## src/rtl/a5_1_stream_xor.sv

```systemverilog
//==============================================================================
// Module   : a5_1_stream_xor
// Purpose  : Bit-serial XOR of a handshaked byte stream with A5/1 keystream,
//            LSB first, consuming exactly 8 keystream bits per byte.
// Revision : 1.0 - initial release
//==============================================================================
`default_nettype none

module a5_1_stream_xor #(
    parameter int LEN_W = 16
) (
    input  logic             clk,
    input  logic             rst,
    input  logic             start,
    input  logic [LEN_W-1:0] len,
    input  logic             ks_init,
    input  logic             ks_bit,
    output logic             ks_en,
    input  logic             in_valid,
    output logic             in_ready,
    input  logic [7:0]       in_data,
    output logic             out_valid,
    input  logic             out_ready,
    output logic [7:0]       out_data,
    output logic             busy,
    output logic             done,
    output logic [LEN_W-1:0] byte_cnt
);

    typedef enum logic [2:0] {
        S_IDLE      = 3'd0,
        S_WAIT_INIT = 3'd1,
        S_LOAD      = 3'd2,
        S_MIX       = 3'd3,
        S_DRAIN     = 3'd4
    } state_t;

    state_t           r_state;
    state_t           w_next;
    logic [7:0]       r_work;
    logic [2:0]       r_plane;
    logic [LEN_W:0]   r_remaining;
    logic             r_out_valid;
    logic [7:0]       r_out_data;
    logic             r_done;
    logic [LEN_W-1:0] r_byte_cnt;

    logic             w_out_fire;
    logic             w_in_fire;
    logic             w_load_rdy;
    logic [7:0]       w_mixed;

    assign w_out_fire = r_out_valid & out_ready;
    assign w_load_rdy = ~r_out_valid | out_ready;
    assign w_in_fire  = (r_state == S_LOAD) & in_valid & w_load_rdy;

    always_comb begin
        w_mixed          = r_work;
        w_mixed[r_plane] = r_work[r_plane] ^ ks_bit;
    end

    always_ff @(posedge clk) begin
        if (rst) begin
            r_state <= S_IDLE;
        end else begin
            r_state <= w_next;
        end
    end

    always_comb begin
        w_next   = r_state;
        ks_en    = 1'b0;
        in_ready = 1'b0;
        case (r_state)
            S_IDLE: begin
                if (start) begin
                    w_next = S_WAIT_INIT;
                end
            end
            S_WAIT_INIT: begin
                if (!ks_init) begin
                    w_next = S_LOAD;
                end
            end
            S_LOAD: begin
                in_ready = w_load_rdy;
                if (in_valid && w_load_rdy) begin
                    w_next = S_MIX;
                end
            end
            S_MIX: begin
                ks_en = 1'b1;
                if (r_plane == 3'd7) begin
                    w_next = (r_remaining == (LEN_W+1)'(1)) ? S_DRAIN : S_LOAD;
                end
            end
            S_DRAIN: begin
                if (w_out_fire) begin
                    w_next = S_IDLE;
                end
            end
            default: begin
                w_next = S_IDLE;
            end
        endcase
    end

    always_ff @(posedge clk) begin
        if (rst) begin
            r_work      <= 8'h00;
            r_plane     <= 3'd0;
            r_remaining <= '0;
            r_out_valid <= 1'b0;
            r_out_data  <= 8'h00;
            r_done      <= 1'b0;
            r_byte_cnt  <= '0;
        end else begin
            r_done <= 1'b0;
            if (w_out_fire) begin
                r_out_valid <= 1'b0;
                r_byte_cnt  <= r_byte_cnt + LEN_W'(1);
            end
            case (r_state)
                S_IDLE: begin
                    if (start) begin
                        // len==0 encodes a full 2^LEN_W-byte message
                        r_remaining <= (len == '0) ? {1'b1, {LEN_W{1'b0}}}
                                                   : {1'b0, len};
                        r_byte_cnt  <= '0;
                    end
                end
                S_LOAD: begin
                    if (w_in_fire) begin
                        r_work  <= in_data;
                        r_plane <= 3'd0;
                    end
                end
                S_MIX: begin
                    r_work  <= w_mixed;
                    r_plane <= r_plane + 3'd1;
                    // Output register is always empty here: LOAD only accepts when it is free
                    if (r_plane == 3'd7) begin
                        r_out_data  <= w_mixed;
                        r_out_valid <= 1'b1;
                        r_remaining <= r_remaining - (LEN_W+1)'(1);
                    end
                end
                S_DRAIN: begin
                    if (w_out_fire) begin
                        r_done <= 1'b1;
                    end
                end
                default: begin
                end
            endcase
        end
    end

    assign out_valid = r_out_valid;
    assign out_data  = r_out_data;
    assign busy      = (r_state != S_IDLE);
    assign done      = r_done;
    assign byte_cnt  = r_byte_cnt;

endmodule

`default_nettype wire
```

## config.mk

```make
export PLATFORM = sky130hd
export DESIGN_NAME = a5_1_stream_xor
export DESIGN_NICKNAME = d
export VERILOG_FILES = /design/src/rtl/a5_1_stream_xor.sv
export SDC_FILE = /design/constraint.sdc
export NUM_CORES = 1
export LEC_CHECK = 0
export ABC_CLOCK_PERIOD_IN_PS = 2500
export BUFFER_PORTS_ARGS = -buffer_cell sky130_fd_sc_hd__buf_4
export CAP_MARGIN = 20
export CORE_MARGIN = 2
export CORE_UTILIZATION = 45
export DETAILED_ROUTE_END_ITERATION = 10
export GPL_ROUTABILITY_DRIVEN = 1
export PLACE_DENSITY = 0.67
export SYNTH_ARGS = -nofsm -noshare
export SYNTH_HDL_FRONTEND = slang
export SYNTH_SLANG_ARGS = --single-unit
export TNS_END_PERCENT = 20
```

## constraint.sdc

```tcl
create_clock -name clk -period 2.5 [get_ports clk]
set_clock_uncertainty 0.05 [all_clocks]
set_input_delay 0.125 -clock clk [delete_from_list [all_inputs] [get_ports clk]]
set_output_delay 0.125 -clock clk [all_outputs]
set_load 0.05 [all_outputs]
```

# Word-level counts from Yosys, hierarchy flattened
# Index checks and enable logic that the tools add are counted.
dict set report totals {
  in_bits 31
  elab_cells 73
  register_bits 57
  out_inout_bits 29
}
dict set report op_classes {
  bitwise_logic 7
  magnitude_cmp 2
  add_sub_neg 3
  n_mux 29
  n_reduce_logical 12
  eq_ne 12
}
# op n
set ops {}
lappend ops {{two-way mux 17 bit} 3}
lappend ops {{two-way mux 16 bit} 3}
lappend ops {{case mux 17 bit (2 select lines)} 1}
lappend ops {{two-way mux 3 bit} 7}
lappend ops {{== test 17 x 1 -> 1 bit (second input constant)} 1}
lappend ops {{subtractor 17 x 1 -> 17 bit (second input constant)} 1}
lappend ops {{adder 16 x 1 -> 16 bit (second input constant)} 1}
lappend ops {{logical NOT 16 bit} 1}
lappend ops {{case mux 8 bit (2 select lines)} 1}
lappend ops {{case mux 3 bit (5 select lines)} 1}
lappend ops {{inequality test 2 bit (second input constant)} 5}
lappend ops {{bitwise mux 8 bit} 1}
lappend ops {{two-way mux 1 bit} 8}
lappend ops {{two-way mux 8 bit} 1}
lappend ops {{== test 3 x 2 -> 1 bit (second input constant)} 2}
lappend ops {{== test 3 bit (second input constant)} 2}
lappend ops {{case mux 3 bit (2 select lines)} 1}
lappend ops {{AND reduction 5 bit} 1}
lappend ops {{< comparator 3 x 4 -> 1 bit (second input constant)} 1}
lappend ops {{AND reduction 2 bit} 2}
lappend ops {{nonzero test 2 bit} 2}
lappend ops {{adder 3 x 1 -> 3 bit (second input constant)} 1}
lappend ops {{bitwise AND 1 bit} 3}
lappend ops {{binary-select mux 1 bit (select 3 bit)} 1}
lappend ops {{other kinds (12)} 14}

# Depth between registers and ports, before layout
dict set report depth {
  ltp_word 6
  ltp_mapped 8
  ltp_nobuf 7
}

# Worst setup path after synthesis
# OpenSTA, ideal clock, no wires.
dict set report synth_path {
  path_kind {reg2reg}
  startpoint {register r_out_valid, in the netlist out_valid}
  endpoint {register r_work[4]}
  stages_incl_launch_ff 6
  t_arrival_ns 2.698
  required_time_ns 2.314
  setup_ns 0.136
  setup_slack_ns -0.385
  n_path_buf 0
  synth_period_minus_slack_ns 2.885
  cell_sequence {dfxtp_1 -> nand2b_1 -> nor3b_1 -> nand2_1 -> o221ai_1 -> a31oi_1}
}
dict set report synth_between {
  elab_chain_len 5
}
# element line_no
set synth_lines {}
lappend synth_lines {{start: declaration} 43} ;# logic r_out_valid;
lappend synth_lines {{start signal: assignment} 113} ;# r_out_valid <= 1'b0;
lappend synth_lines {{start signal: assignment} 120} ;# r_out_valid <= 1'b0;
lappend synth_lines {{start signal: assignment} 144} ;# r_out_valid <= 1'b1;
lappend synth_lines {{inverter 1 bit} 54} ;# assign w_load_rdy = ~r_out_valid | out_ready;
lappend synth_lines {{bitwise OR 1 bit} 54}
lappend synth_lines {{bitwise AND 1 bit} 55} ;# assign w_in_fire = (r_state == S_LOAD) & in_valid & w_load_rdy;
lappend synth_lines {{inequality test 2 bit (no source line)} -}
lappend synth_lines {{AND reduction 2 bit (no source line)} -}
lappend synth_lines {{end signal: assignment} 134} ;# r_work <= in_data;
lappend synth_lines {{end signal: assignment} 139} ;# r_work <= w_mixed;
lappend synth_lines {{end: declaration} 40} ;# logic [7:0] r_work;
# Every way passes these cells.
# A chain may end at the register's enable or synchronous reset.

# Worst setup path after layout
dict set report layout_path {
  startpoint {register r_state[1]}
  endpoint {register r_remaining[2]}
}
dict set report layout_between {
  elab_chain_len 3
  elab_cells_between_ends 7
  classes_between {eq/ne (3); mux (1); reduce/logical (3)}
}
# element line_no
set layout_lines {}
lappend layout_lines {{start: declaration} 38} ;# state_t r_state;
lappend layout_lines {{start signal: assignment} 66} ;# r_state <= w_next;
lappend layout_lines {{== test 3 x 2 -> 1 bit / logical NOT 3 bit (equally long branches)} 123} ;# case (r_state)
lappend layout_lines {{inequality test 2 bit (no source line) / nonzero test 2 bit (equally long branches)} -}
lappend layout_lines {{AND reduction 3 bit (no source line)} -}
lappend layout_lines {{end signal: assignment} 127} ;# r_remaining <= (len == '0) ? {1'b1, {LEN_W{1'b0}}}
lappend layout_lines {{end signal: assignment} 145} ;# r_remaining <= r_remaining - (LEN_W+1)'(1);
lappend layout_lines {{end: declaration} 42} ;# logic [LEN_W:0] r_remaining;
# Parallel ways exist; a longest one is shown, timed or not.

==> flow_summary.html <==
<table>
<tr><th>Metric</th><th>Value</th></tr>
<tr><th colspan="2">Outcome</th></tr>
<tr><td>Result of the run</td><td>finished clean</td></tr>
<tr><th colspan="2">Power and ir drop</th></tr>
<tr><td>Fraction of power consumed by the clock network</td><td>35.2%</td></tr>
<tr><td>Sw frac</td><td>30.4%</td></tr>
<tr><td>Sequential cell fraction of total power</td><td>46.2%</td></tr>
<tr><td>Int Pwr</td><td>1.49 mW</td></tr>
<tr><td>Total net switching power</td><td>0.653 mW</td></tr>
<tr><td>Highest ir drop seen on vdd</td><td>305 uV</td></tr>
<tr><td>Leakage dissipation</td><td>1.56 nW</td></tr>
<tr><td>Power share of the combinational group</td><td>18.6%</td></tr>
<tr><td>Pwr Density</td><td>553 nW/um^2</td></tr>
<tr><th colspan="2">Yosys</th></tr>
<tr><td>Number of enable flip-flop cells after synthesis</td><td>0</td></tr>
<tr><td>Register bit total from synthesis</td><td>57</td></tr>
<tr><td>Most used flip-flop cell after synthesis</td><td>dfxtp_1</td></tr>
<tr><td>Area of the mapped netlist</td><td>3130 sq um</td></tr>
<tr><td>Post-Synthesis Mean Instance Area</td><td>8.24 sq um</td></tr>
<tr><td>Net Count, Synth</td><td>416</td></tr>
<tr><td>Post-synthesis cell type count</td><td>63</td></tr>
<tr><td>Gate Count Post-Synth</td><td>380</td></tr>
<tr><td>Fraction of registers with async set/reset</td><td>0%</td></tr>
<tr><td>Count of warnings emitted by yosys</td><td>0</td></tr>
<tr><td>Sequential area share after synthesis</td><td>36.5%</td></tr>
<tr><th colspan="2">CTS</th></tr>
<tr><td>CTS Buffer Depth</td><td>2</td></tr>
<tr><td>Cell at the root of the clock tree</td><td>clkbuf_8</td></tr>
<tr><td>Total number of H-tree levels</td><td>3</td></tr>
<tr><td>Clock insertion delay at the later pin of the skew report</td><td>0.33 ns</td></tr>
<tr><td>Clock Sink Count</td><td>57</td></tr>
<tr><td>TritonCTS clock tree</td><td>built</td></tr>
<tr><td>Clock-pin slew reported for the worst setup and hold paths after clock tree synthesis</td><td>0.07 ns</td></tr>
<tr><td>Cts bufs inserted</td><td>9</td></tr>
<tr><td>CTS resizes</td><td>0</td></tr>
<tr><td>Number of buffers inserted to repair setup after CTS</td><td>0</td></tr>
<tr><th colspan="2">STA</th></tr>
<tr><td>Final period util</td><td>81.9%</td></tr>
<tr><td>Total count of hold-check failures in the final report</td><td>0</td></tr>
<tr><td>Achievable frequency</td><td>489 MHz</td></tr>
<tr><td>Minimum period implied by the final worst setup slack</td><td>2.05 ns</td></tr>
<tr><td>Unrepaired setup endpoints after global routing</td><td>false</td></tr>
<tr><td>Final slew viol count</td><td>0</td></tr>
<tr><td>Total Negative Setup Slacks</td><td>0 ns</td></tr>
<tr><td>Setup violation total in the final timing report</td><td>0</td></tr>
<tr><td>Fin worst setup slack</td><td>0.453 ns</td></tr>
<tr><td>Worst Max-Slew Pin Slew</td><td>0.697 ns</td></tr>
<tr><td>Slew margin rel.</td><td>53.1%</td></tr>
<tr><th colspan="2">Placement</th></tr>
<tr><td>Hpwl dp</td><td>5.84 mm</td></tr>
<tr><td>Final estimated routing congestion in global placement</td><td>0.863</td></tr>
<tr><td>Number of buffer cells added on primary ports</td><td>59</td></tr>
<tr><td>Post-placement setup slack</td><td>0.486 ns</td></tr>
<tr><td>Placed insts</td><td>508</td></tr>
<tr><th colspan="2">GRT</th></tr>
<tr><td>Total global routing overflow</td><td>0</td></tr>
<tr><td>Number of global-route vias before repair</td><td>2846</td></tr>
<tr><td>Total routing resource utilization after global routing</td><td>22.6%</td></tr>
<tr><td>Maximum number of pins on one net before global-route repair</td><td>31</td></tr>
<tr><td>Initial antenna violation count</td><td>0</td></tr>
<tr><td>Wire length of the first global-routing pass</td><td>13.6 mm</td></tr>
<tr><th colspan="2">Layout</th></tr>
<tr><td>Share of final-layout standard cells stronger than drive strength 1</td><td>22.8%</td></tr>
<tr><td>N_diodes</td><td>0</td></tr>
<tr><td>Area growth, synth to finish</td><td>23.9%</td></tr>
<tr><td>Final Non-Filler Cells</td><td>528</td></tr>
<tr><td>Nets</td><td>479</td></tr>
<tr><td>Fin util</td><td>57.4%</td></tr>
<tr><th colspan="2">Detailed routing</th></tr>
<tr><td>WL/cell</td><td>15.6 um</td></tr>
<tr><td>Number of remaining DRC errors</td><td>0</td></tr>
<tr><td>First DRT Iteration DRCs</td><td>248</td></tr>
<tr><td>Vias after detailed routing</td><td>3101</td></tr>
<tr><td>Number of routed nets with antenna violations</td><td>0</td></tr>
<tr><td>Aggregate routed wire length</td><td>8.21 mm</td></tr>
<tr><td>Vias per cell</td><td>5.87</td></tr>
<tr><td>Router iterations before antenna repair</td><td>5</td></tr>
<tr><th colspan="2">Worst setup path</th></tr>
<tr><td>Top delay family on crit path</td><td>simple AND/OR/NAND/NOR gates</td></tr>
<tr><td>Highest net fanout along the worst path</td><td>16</td></tr>
<tr><td>Critical Setup Path Class</td><td>reg2reg</td></tr>
<tr><td>Ordered list of cells on the worst path</td><td>or4b_1, nand2_1, o21ai_0, a22oi_1, nor2_1</td></tr>
<tr><td>Required arrival time at the worst endpoint</td><td>2.66 ns</td></tr>
<tr><td>Stage delay of the slowest cell on the critical path</td><td>0.65 ns</td></tr>
<tr><td>Critical Path Start Type</td><td>flop</td></tr>
<tr><td>Worst-path cell with the longest stage delay</td><td>or4b_1</td></tr>
<tr><td>Arrival @ worst endpoint</td><td>2.20 ns</td></tr>
<tr><td>CP Capture Type</td><td>flop</td></tr>
<tr><td>Buf/Inv on CP</td><td>0</td></tr>
<tr><th colspan="2">Die</th></tr>
<tr><td>Die span in y</td><td>87.4 um</td></tr>
<tr><td>Die X-Extent</td><td>87.4 um</td></tr>
<tr><td>Starting density of the core</td><td>46.3%</td></tr>
<tr><td>Area of the placeable core</td><td>6760 sq um</td></tr>
<tr><td>Die Area</td><td>7640 sq um</td></tr>
<tr><td>FP Rows</td><td>30</td></tr>
<tr><td>I/O pin cnt</td><td>60</td></tr>
<tr><th colspan="2">Job</th></tr>
<tr><td>Max-capacitance violation count</td><td>0</td></tr>
<tr><th colspan="2">Hold path</th></tr>
<tr><td>Worst hold-check path type</td><td>in2reg</td></tr>
</table>
-- flip-flops by register name, summed over array words and instances (netlist names) --
signal	flops
r_plane	3
byte_cnt	16
r_remaining	17
r_state	3
r_work	8
out_valid	1
done	1
out_data	8
-- repair_timing --
item | 4_1_cts | 5_1_grt
hold endpoints to repair | 4 | 0
hold buffers | 4 | 0
setup endpoints to repair | 0 | 0
-- layer usage --
metal	track usage, %	wire [um]	vias up
met4	7.69	74	0
met3	4.36	482	5
li1	-	-	1549
met2	33.7	3740	99
met5	0	0	-
met1	32.6	3920	1448
-- power by group through the flow --
stage	combinational (mW)	sequential (mW)	clock [mW]
2_1_floorplan	0.279	0.996	0
4_1_cts	0.397	0.990	0.773
5_1_grt	0.440	0.997	0.822
6_report	0.400	0.991	0.756
3_5_place_dp	0.390	1.01	0
3_3_place_gp	0.387	1.01	0
-- layout by cell type, fill, tap and decap left out, types with 3 or more instances in the layout --
cell type	n
clkbuf_8	10
nand3b_1	4
or3_1	5
buf_4	70
a22oi_1	6
nand4_1	6
or4_1	3
nand3_1	30
and3_1	4
clkinv_2	3
o221ai_1	8
or2_2	3
and2_1	3
nand2b_1	3
ha_1	5
a211oi_1	4
a32oi_1	4
xnor2_1	3
a31oi_1	13
nor3_1	10
inv_1	6
o21ai_0	5
nor2_1	48
dfxtp_1	57
xor2_1	12
o211ai_1	4
dlygate4sd3_1	4
nor4_1	9
a21oi_1	25
nand2_1	35
-- synth_stat cells, types with 8 or more instances --
cell | number | share of area [%]
nor2_1 | 48 | 5.8
nor4_1 | 9 | 1.8
a31oi_1 | 13 | 2.6
nand3_1 | 30 | 4.8
dfxtp_1 | 57 | 36
nor3_1 | 10 | 1.6
nand2_1 | 35 | 4.2
a21oi_1 | 25 | 4.0
clkbuf_1 | 14 | 1.7
xor2_1 | 12 | 3.4
o221ai_1 | 8 | 2.2
-- stage by stage --
step                area (sq um)  total power, mW  hold slack, ns
floorplan                   3140             1.28           0.220
global placement            3670             1.40           0.320
detailed placement          3670             1.40           0.323
CTS                         3880             2.16        0.000315
global route                3880             2.26          0.0228
finish                      3880             2.15          0.0218
-- layout make-up --
cell class | count | area (sq um)
clock buffers | 11 | 141
clock inverters | 5 | 31.3
fillers | 641 | 2880
inverters | 8 | 30.0
multi-input cells | 293 | 1870
flip-flops and latches | 57 | 1140
well taps | 80 | 100
repair buffers | 74 | 566
-- worst min-delay path: stages --
cell and delay, ns:
buf_4 0.11, nand2_1 0.05, a211oi_1 0.06
-- logic make-up after synthesis --
group / count (synthesis) / share of synthesized area (%)
fa+ha+maj: 5 / 2.00
compound gates: 87 / 18.7
buf+inv: 30 / 3.96
simple gates: 181 / 31.3
xor+xnor: 16 / 5.08
mux: 4 / 2.48
flops: 57 / 36.5
-- path summary, 6_finish.rpt --
check | endpoint | slack (ns) | from | cells past startpoint
setup / recovery | r_remaining[2] | 0.45 | r_state[1] | 5
hold / removal | r_remaining[4] | 0.02 | len[4] | 3
setup reg to reg | r_remaining[2] | 0.45 | r_state[1] | 5
hold reg to reg | out_data[5] | 0.43 | out_data[5] | 2
Power figures use the tool's default switching activity.
